===== config.mk =====
export PLATFORM = sky130hd
export DESIGN_NAME = state_queue_ctrl
export DESIGN_NICKNAME = d
export VERILOG_FILES = /design/src/rtl/state_queue_ctrl.sv
export SDC_FILE = /design/constraint.sdc
export NUM_CORES = 1
export LEC_CHECK = 0
export BUFFER_PORTS_ARGS = -buffer_cell sky130_fd_sc_hd__buf_4
export CAP_MARGIN = 0
export CORE_ASPECT_RATIO = 2
export CORE_UTILIZATION = 32
export CTS_CLUSTER_DIAMETER = 40
export CTS_CLUSTER_SIZE = 14
export DETAILED_ROUTE_END_ITERATION = 8
export SLEW_MARGIN = 20
export SYNTH_ARGS = -nofsm -noshare
export SYNTH_HDL_FRONTEND = slang
export SYNTH_SLANG_ARGS = --single-unit

===== constraint.sdc =====
create_clock -name clk -period 1.98 [get_ports clk]
set_input_delay 0.099 -clock clk [delete_from_list [all_inputs] [get_ports clk]]
set_output_delay 0.099 -clock clk [all_outputs]
set_load 0.005 [all_outputs]

===== src/rtl/state_queue_ctrl.sv =====
// Visited-state queue controller: linear queue over an external memory, where each push
// first scans the stored set for a duplicate. Pops stream entries out in insertion order.
module state_queue_ctrl #(
  parameter int W  = 40,
  parameter int AW = 8
) (
  input  logic          clk,
  input  logic          rst_n,
  input  logic          push_req,
  input  logic [W-1:0]  push_data,
  input  logic          pop_req,
  output logic [W-1:0]  pop_data,
  output logic          push_ack,
  output logic          push_dup,
  output logic          push_full,
  output logic          pop_ack,
  output logic          busy,
  output logic          empty,
  output logic [AW:0]   tail,
  output logic [39:0]   mem_addr,
  output logic [W-1:0]  mem_in,
  output logic          mem_we,
  input  logic [W-1:0]  mem_out
);

  typedef enum logic [1:0] {S_IDLE, S_SCAN, S_WRITE} state_t;

  state_t        r_state;
  logic [AW:0]   r_head;
  logic [AW:0]   r_tail;
  logic [AW:0]   r_idx;
  logic [W-1:0]  r_key;
  logic [W-1:0]  r_pop_data;
  logic          r_push_ack;
  logic          r_push_dup;
  logic          r_push_full;
  logic          r_pop_ack;

  logic          w_empty;
  logic          w_full;
  logic          w_pop_go;
  logic [AW:0]   w_idx;

  assign w_empty  = (r_head == r_tail);
  // tail reaches exactly 2**AW when every slot is used; the MSB alone flags it
  assign w_full   = r_tail[AW];
  assign w_pop_go = (r_state == S_IDLE) && pop_req && !w_empty;

  always_comb begin
    w_idx = r_head;
    case (r_state)
      S_SCAN:  w_idx = r_idx;
      S_WRITE: w_idx = r_tail;
      default: w_idx = r_head;
    endcase
  end

  assign mem_addr  = {{(40-AW-1){1'b0}}, w_idx};
  assign mem_in    = r_key;
  assign mem_we    = (r_state == S_WRITE) && !w_full;

  assign pop_data  = r_pop_data;
  assign pop_ack   = r_pop_ack;
  assign push_ack  = r_push_ack;
  assign push_dup  = r_push_dup;
  assign push_full = r_push_full;
  assign busy      = (r_state != S_IDLE);
  assign empty     = w_empty;
  assign tail      = r_tail;

  always_ff @(posedge clk) begin
    if (!rst_n) begin
      r_state     <= S_IDLE;
      r_head      <= '0;
      r_tail      <= '0;
      r_idx       <= '0;
      r_key       <= '0;
      r_pop_data  <= '0;
      r_push_ack  <= 1'b0;
      r_push_dup  <= 1'b0;
      r_push_full <= 1'b0;
      r_pop_ack   <= 1'b0;
    end else begin
      r_push_ack  <= 1'b0;
      r_push_dup  <= 1'b0;
      r_push_full <= 1'b0;
      r_pop_ack   <= 1'b0;
      case (r_state)
        S_IDLE: begin
          // a serviceable pop takes priority; the push waits for a later idle cycle
          if (w_pop_go) begin
            r_pop_data <= mem_out;
            r_pop_ack  <= 1'b1;
            r_head     <= r_head + 1'b1;
          end else if (push_req) begin
            r_key   <= push_data;
            r_idx   <= '0;
            r_state <= S_SCAN;
          end
        end
        S_SCAN: begin
          if (r_idx == r_tail) begin
            r_state <= S_WRITE;
          end else if (mem_out == r_key) begin
            r_push_ack <= 1'b1;
            r_push_dup <= 1'b1;
            r_state    <= S_IDLE;
          end else begin
            r_idx <= r_idx + 1'b1;
          end
        end
        S_WRITE: begin
          if (w_full) r_push_full <= 1'b1;
          else        r_tail      <= r_tail + 1'b1;
          r_push_ack <= 1'b1;
          r_state    <= S_IDLE;
        end
        default: r_state <= S_IDLE;
      endcase
    end
  end

endmodule


* Yosys cells after proc, flatten, opt, wreduce, memory -nomap -nowiden
Index checks and enable logic that the tools add are counted.
** Operators by class
- Add/sub/neg operators :: 3
- Eq/ne operators :: 10
- Multiplexer cells :: 17
- Bitwise logic cells :: 2
- Reduce and logical (&&, ||, !) cells :: 16
** Operators with widths (number)
- 9-bit 2-to-1 mux :: 5
- 40-bit equality test :: 1
- 9-bit case mux with 2 select lines :: 2
- 9-bit by 1-bit adder with 9-bit output, second input constant :: 3
- 9-bit equality test :: 2
- 2-bit AND reduction :: 5
- 2-bit 2-to-1 mux :: 4
- 2-bit != test, second input constant :: 4
- 3-bit AND reduction :: 2
- 5-bit AND reduction :: 1
- 1-bit 2-to-1 mux :: 4
- 2-bit case mux with 2 select lines :: 1
- 2-bit nonzero test :: 2
- 1-bit logical AND :: 3
- 3-bit != test, second input constant :: 1
- 2-bit by 1-bit equality test with 1-bit output, second input constant :: 1
- 2-bit equality test, second input constant :: 1
- 1-bit zero test :: 2
- 2-bit zero test :: 1
- 1-bit inverter :: 2
- 1-bit case mux with 2 select lines :: 1
** Word-level totals
- Flip-flop bits (word level) :: 113
- Output and inout port bits :: 136
- Logic and storage cells :: 59

* Logic depth before layout (Yosys ltp)
- Depth in word-level cells :: 5
- Gate-level depth with buffers :: 8
- Mapped depth without buffers :: 8

* Worst setup path before layout
Ideal clock, no wire load.
- Path kind :: register -> register
- Start point :: register r_tail[0] (netlist: tail[0])
- End point :: register r_idx[4]
- Setup time :: 116 ps
- Arrival :: 1987 ps
- Data required time :: 1864 ps
- Slack :: -123 ps
- Cell stages (with the launch flop) :: 8
- Cells stage by stage :: dfxtp_1 > clkbuf_1 > xor2_1 > nor3_2 > and4_4 > nor3_1 > or4_1 > a31o_1
** On the way
- Cells in the longest elaborated chain, start to end :: 5
** Ends and longest elaborated chain
- from (decl) :: line 30 : logic [AW:0] r_tail;
- from (signal assigned) :: line 114 : else r_tail <= r_tail + 1'b1;
- 9-bit equality test :: line 44 : assign w_empty = (r_head == r_tail);
- 1-bit zero test :: line 47 : assign w_pop_go = (r_state == S_IDLE) && pop_req && !w_empty;
- 1-bit logical AND :: line 47
- 2-bit != test (no source line)
- 5-bit AND reduction (no source line) *
- to (signal assigned) :: line 109 : r_idx <= r_idx + 1'b1;
- to (decl) :: line 31 : logic [AW:0] r_idx;
Mark *: on every way between the ends. The rest lies on a longest branch, timed or not.
A chain may end at the register's enable or synchronous reset.

* Final worst setup path
- Start point :: register r_tail[2] (netlist: tail[2])
- End point :: register r_key[29] (netlist: mem_in[29])
** On the way
- Cells in the longest elaborated chain, start to end :: 5
** Ends and longest elaborated chain
- 9-bit equality test :: line 44
- 1-bit zero test :: line 47
- 1-bit logical AND :: line 47
- 1-bit inverter (no source line)
- 3-bit AND reduction (no source line)
- to (signal assigned) :: line 96 : r_key <= push_data;
- to (decl) :: line 32 : logic [W-1:0] r_key;
No other way between the ends.

==> results_dict.tcl <==
set metrics [dict create \
    clk_latency_ns 0.42 \
    place_hpwl_um 14300 \
    status "finished with violations" \
    cpPeakStageDelay_ns 0.36 \
    crit_path_end "mem_in[29]" \
    async_reset_ff_share_pct 0 \
    vias 5734 \
    place_ws_ns -0.162 \
    crit_path_start "tail[2]" \
    rr_worst_depth 9 \
    die_x_um 94.4 \
    cp_cell_sequence "xor2_4 > nor4_4 > buf_4 > a31oi_4 > nor3_4 > buf_12 > buf_12 > nand2_1 > a21oi_2" \
    cts_tree "done" \
    start_kind "flop" \
    max_freq_ghz 0.488 \
    cpMaxStageDelayCell "dfxtp_4" \
    setup_violations 41 \
    cp_common_cell "buf_12" \
    antenna_found_initial 0 \
    seq_area_um2 2280 \
    start_util_pct 32.6 \
    crit_path_end_kind "flop" \
    tightest_slew_ns 0.782 \
    fillers 1464 \
    grtUsageTotal_pct 22.8 \
    p_leak_nw 4.20 \
    skew_ns 0.0116 \
    path_class "reg -> reg" \
    final_util_pct 57.6 \
    synth_area_leaders "dfxtp_1 (41%), mux2i_1 (7.9%), xnor2_1 (6.6%)" \
    final.min_clock_period_ns 2.05 \
    grt_pass1_vias 5676 \
    maxCapViolCount 0 \
    yosys_warnings 0 \
    synth_edf_count 0 \
    synth.top_cell.area_share_pct 41.4 \
    ys_seq_elements 113 \
    drt-met1-wl_um 6950 \
    dieArea_um2 17600 \
    syn_area_um2 5460 \
    cts_buffer_depth 2 \
    crit_required_ns 2.32 \
    wire_per_inst_um 17.1 \
    yosysUniqueCellTypes 53 \
    cts_max_level 4 \
    gp_congestion 0.864 \
    synth_most_common_cell "dfxtp_1" \
    rsz0062_at_grt "true" \
    r2r-end "mem_in[29]" \
    worstPathArrival_ns 2.39 \
    totalWireLength_um 20400 \
    numCtsBuffers 17 \
    path_clk_slew_ns 0.06 \
    power_density_nw_per_um2 1080 \
    relSlewSlack_pct 47.9 \
    ys_seq_area_share_pct 41.4 \
    drt_iter0_drc 218 \
    drt-vias-per-instance 4.80 \
    drive_gt1_share_pct 41.1 \
    cts_root_buffer "clkbuf_16" \
    reg2reg_slack_ns -0.07 \
    cp.depth 9 \
    placementRows 67 \
    setup_tns_ns -1.28 \
    dr.max_layer_used "met4" \
    finalWorstSetupSlack_ns -0.0691 \
    dr.pass1.iters 5 \
    cpLargestDelayFamily "simple AND/OR/NAND/NOR gates" \
    failed_checks "negative setup slack" \
    portBuffers 188 \
    synthFlopType "dfxtp_1" \
    grt-ovfl-total 0 \
    cts.sinks 113 \
    avgSynthCellArea_um2 8.55 \
    fin_crit_sh_pct 103 \
    ys_top_cells_by_count "dfxtp_1 (113), nand2_1 (94), nor2_1 (71)" \
    worstHoldStart "rst_n" \
    route.met2.wl_um 11700 \
    crit-reg2reg-launch "tail[2]" \
    synth_cells 639 \
    drv_slew 0 \
    area_growth_pct 76.7 \
    routed-wl-met3_um 909 \
    detail-route-antenna-nets 0 \
    dieHeight_um 187 \
    hold_violations 0 \
    io_pins 220 \
    diodes 0 \
    critical_path_buf_inv_count 3 \
    critPathMaxFanout 11 \
    hold_path.class "in -> reg" \
    grt_max_degree 59 \
    peakVddDrop_mv 0.634 \
    fin_nets 1065 \
    drcViolationCount 0 \
    core_area_um2 16800 \
    grt_pass1_wl_um 29900 \
    multi_input_area_um2 3390 \
    netlist.top_cell.by_area "dfxtp_1" \
]
kinds of logic (layout without fill, tap and decap cells):
family,after synthesis,after routing,share of synthesized area [%]
simple gates,232,232,19.5
flops,113,113,41.4
compound gates,93,93,10.4
buf+inv,79,397,7.76
xor+xnor,71,71,11.4
mux,43,43,7.88
fa+ha+maj,7,7,1.60
other cells,1,31,0.0686
how the worst min path moves through the flow:
stage / cells past startpoint / slack, ns / end
floorplan: 2 / 0.23 / mem_in[17]
global placement: 3 / 0.34 / mem_in[30]
detailed placement: 3 / 0.36 / mem_in[25]
CTS: 2 / 0.02 / push_ack
global route: 2 / 0.04 / push_ack
finish: 2 / 0.04 / push_ack
timing repair:
item | CTS | global route
pin swaps | 4 | 42
resized for setup | 13 | 125
setup buffers | 0 | 2
endpoints found under the setup margin | 33 | 73
hold buffers | 80 | 0
hold endpoints to repair | 80 | 0
gates cloned | 0 | 5
registers in the layout, summed over array words and instances, names as in the netlist, 2 cells and up:
signal and flops:
pop_data 40, r_head 9, tail 9, r_state 2, mem_in 40, r_idx 9
metal layers:
metal	vias up	global-route usage, %
li1	2791	-
met5	-	0
met2	217	43.7
met3	51	4.28
met4	0	12.0
met1	2675	21.8
final cells by class:
| type | count | area share (%) |
|---|---|---|
| Multi-Input combinational cell | 477 | 35.1 |
| Inverter | 9 | 0.363 |
| Clock buffer | 21 | 4.77 |
| Clock inverter | 11 | 1.66 |
| Timing Repair Buffer | 356 | 31.7 |
| Sequential cell | 113 | 23.7 |
| Tap cell | 207 | 2.68 |
power by group:
group	internal (mW)	switching, mW	leakage (nW)	total (mW)
combinational	2.26	2.13	2.97	4.38
clock	2.16	1.10	0.303	3.26
sequential	2.58	0.238	0.924	2.81
total	6.99	3.46	4.20	10.5
through the flow:
step | instances | total power [mW] | area, um^2 | hold slack, ns
6_report | 1194 | 10.5 | 9650 | 0.0413
3_5_place_dp | 1075 | 6.31 | 7520 | 0.356
2_1_floorplan | 669 | 4.48 | 5580 | 0.235
3_3_place_gp | 1075 | 6.29 | 7520 | 0.344
5_1_grt | 1194 | 11.0 | 9650 | 0.0387
4_1_cts | 1187 | 9.78 | 9020 | 0.0234
placed cells by master, fill, tap and decap left out, types with 3 or more instances in the layout:
master / synthesis / final
and3_1: 8 / 7
dlygate4sd3_1: 0 / 80
inv_1: 9 / 7
a31oi_1: 3 / 3
clkbuf_16: 0 / 21
nor2_1: 71 / 70
buf_4: 32 / 254
dfxtp_2: 0 / 12
nand2_4: 0 / 12
bufinv_16: 0 / 4
nor3_1: 6 / 3
xnor2_1: 41 / 33
buf_12: 0 / 5
clkinv_2: 0 / 6
and4_1: 3 / 3
xnor2_2: 0 / 7
o21ai_0: 4 / 3
nor3_4: 0 / 3
xor2_1: 30 / 28
dfxtp_1: 113 / 99
conb_1: 1 / 31
a21oi_2: 0 / 24
nand2_2: 0 / 9
a22oi_1: 9 / 5
a31o_1: 3 / 3
mux2i_1: 43 / 43
buf_6: 0 / 11
nand2_1: 94 / 73
nand4_1: 21 / 21
a21oi_1: 53 / 28
ha_1: 7 / 6
a22oi_2: 0 / 4
o21ai_4: 0 / 3
nand3_1: 7 / 6
Note: power is estimated with default switching activity, not from simulation.
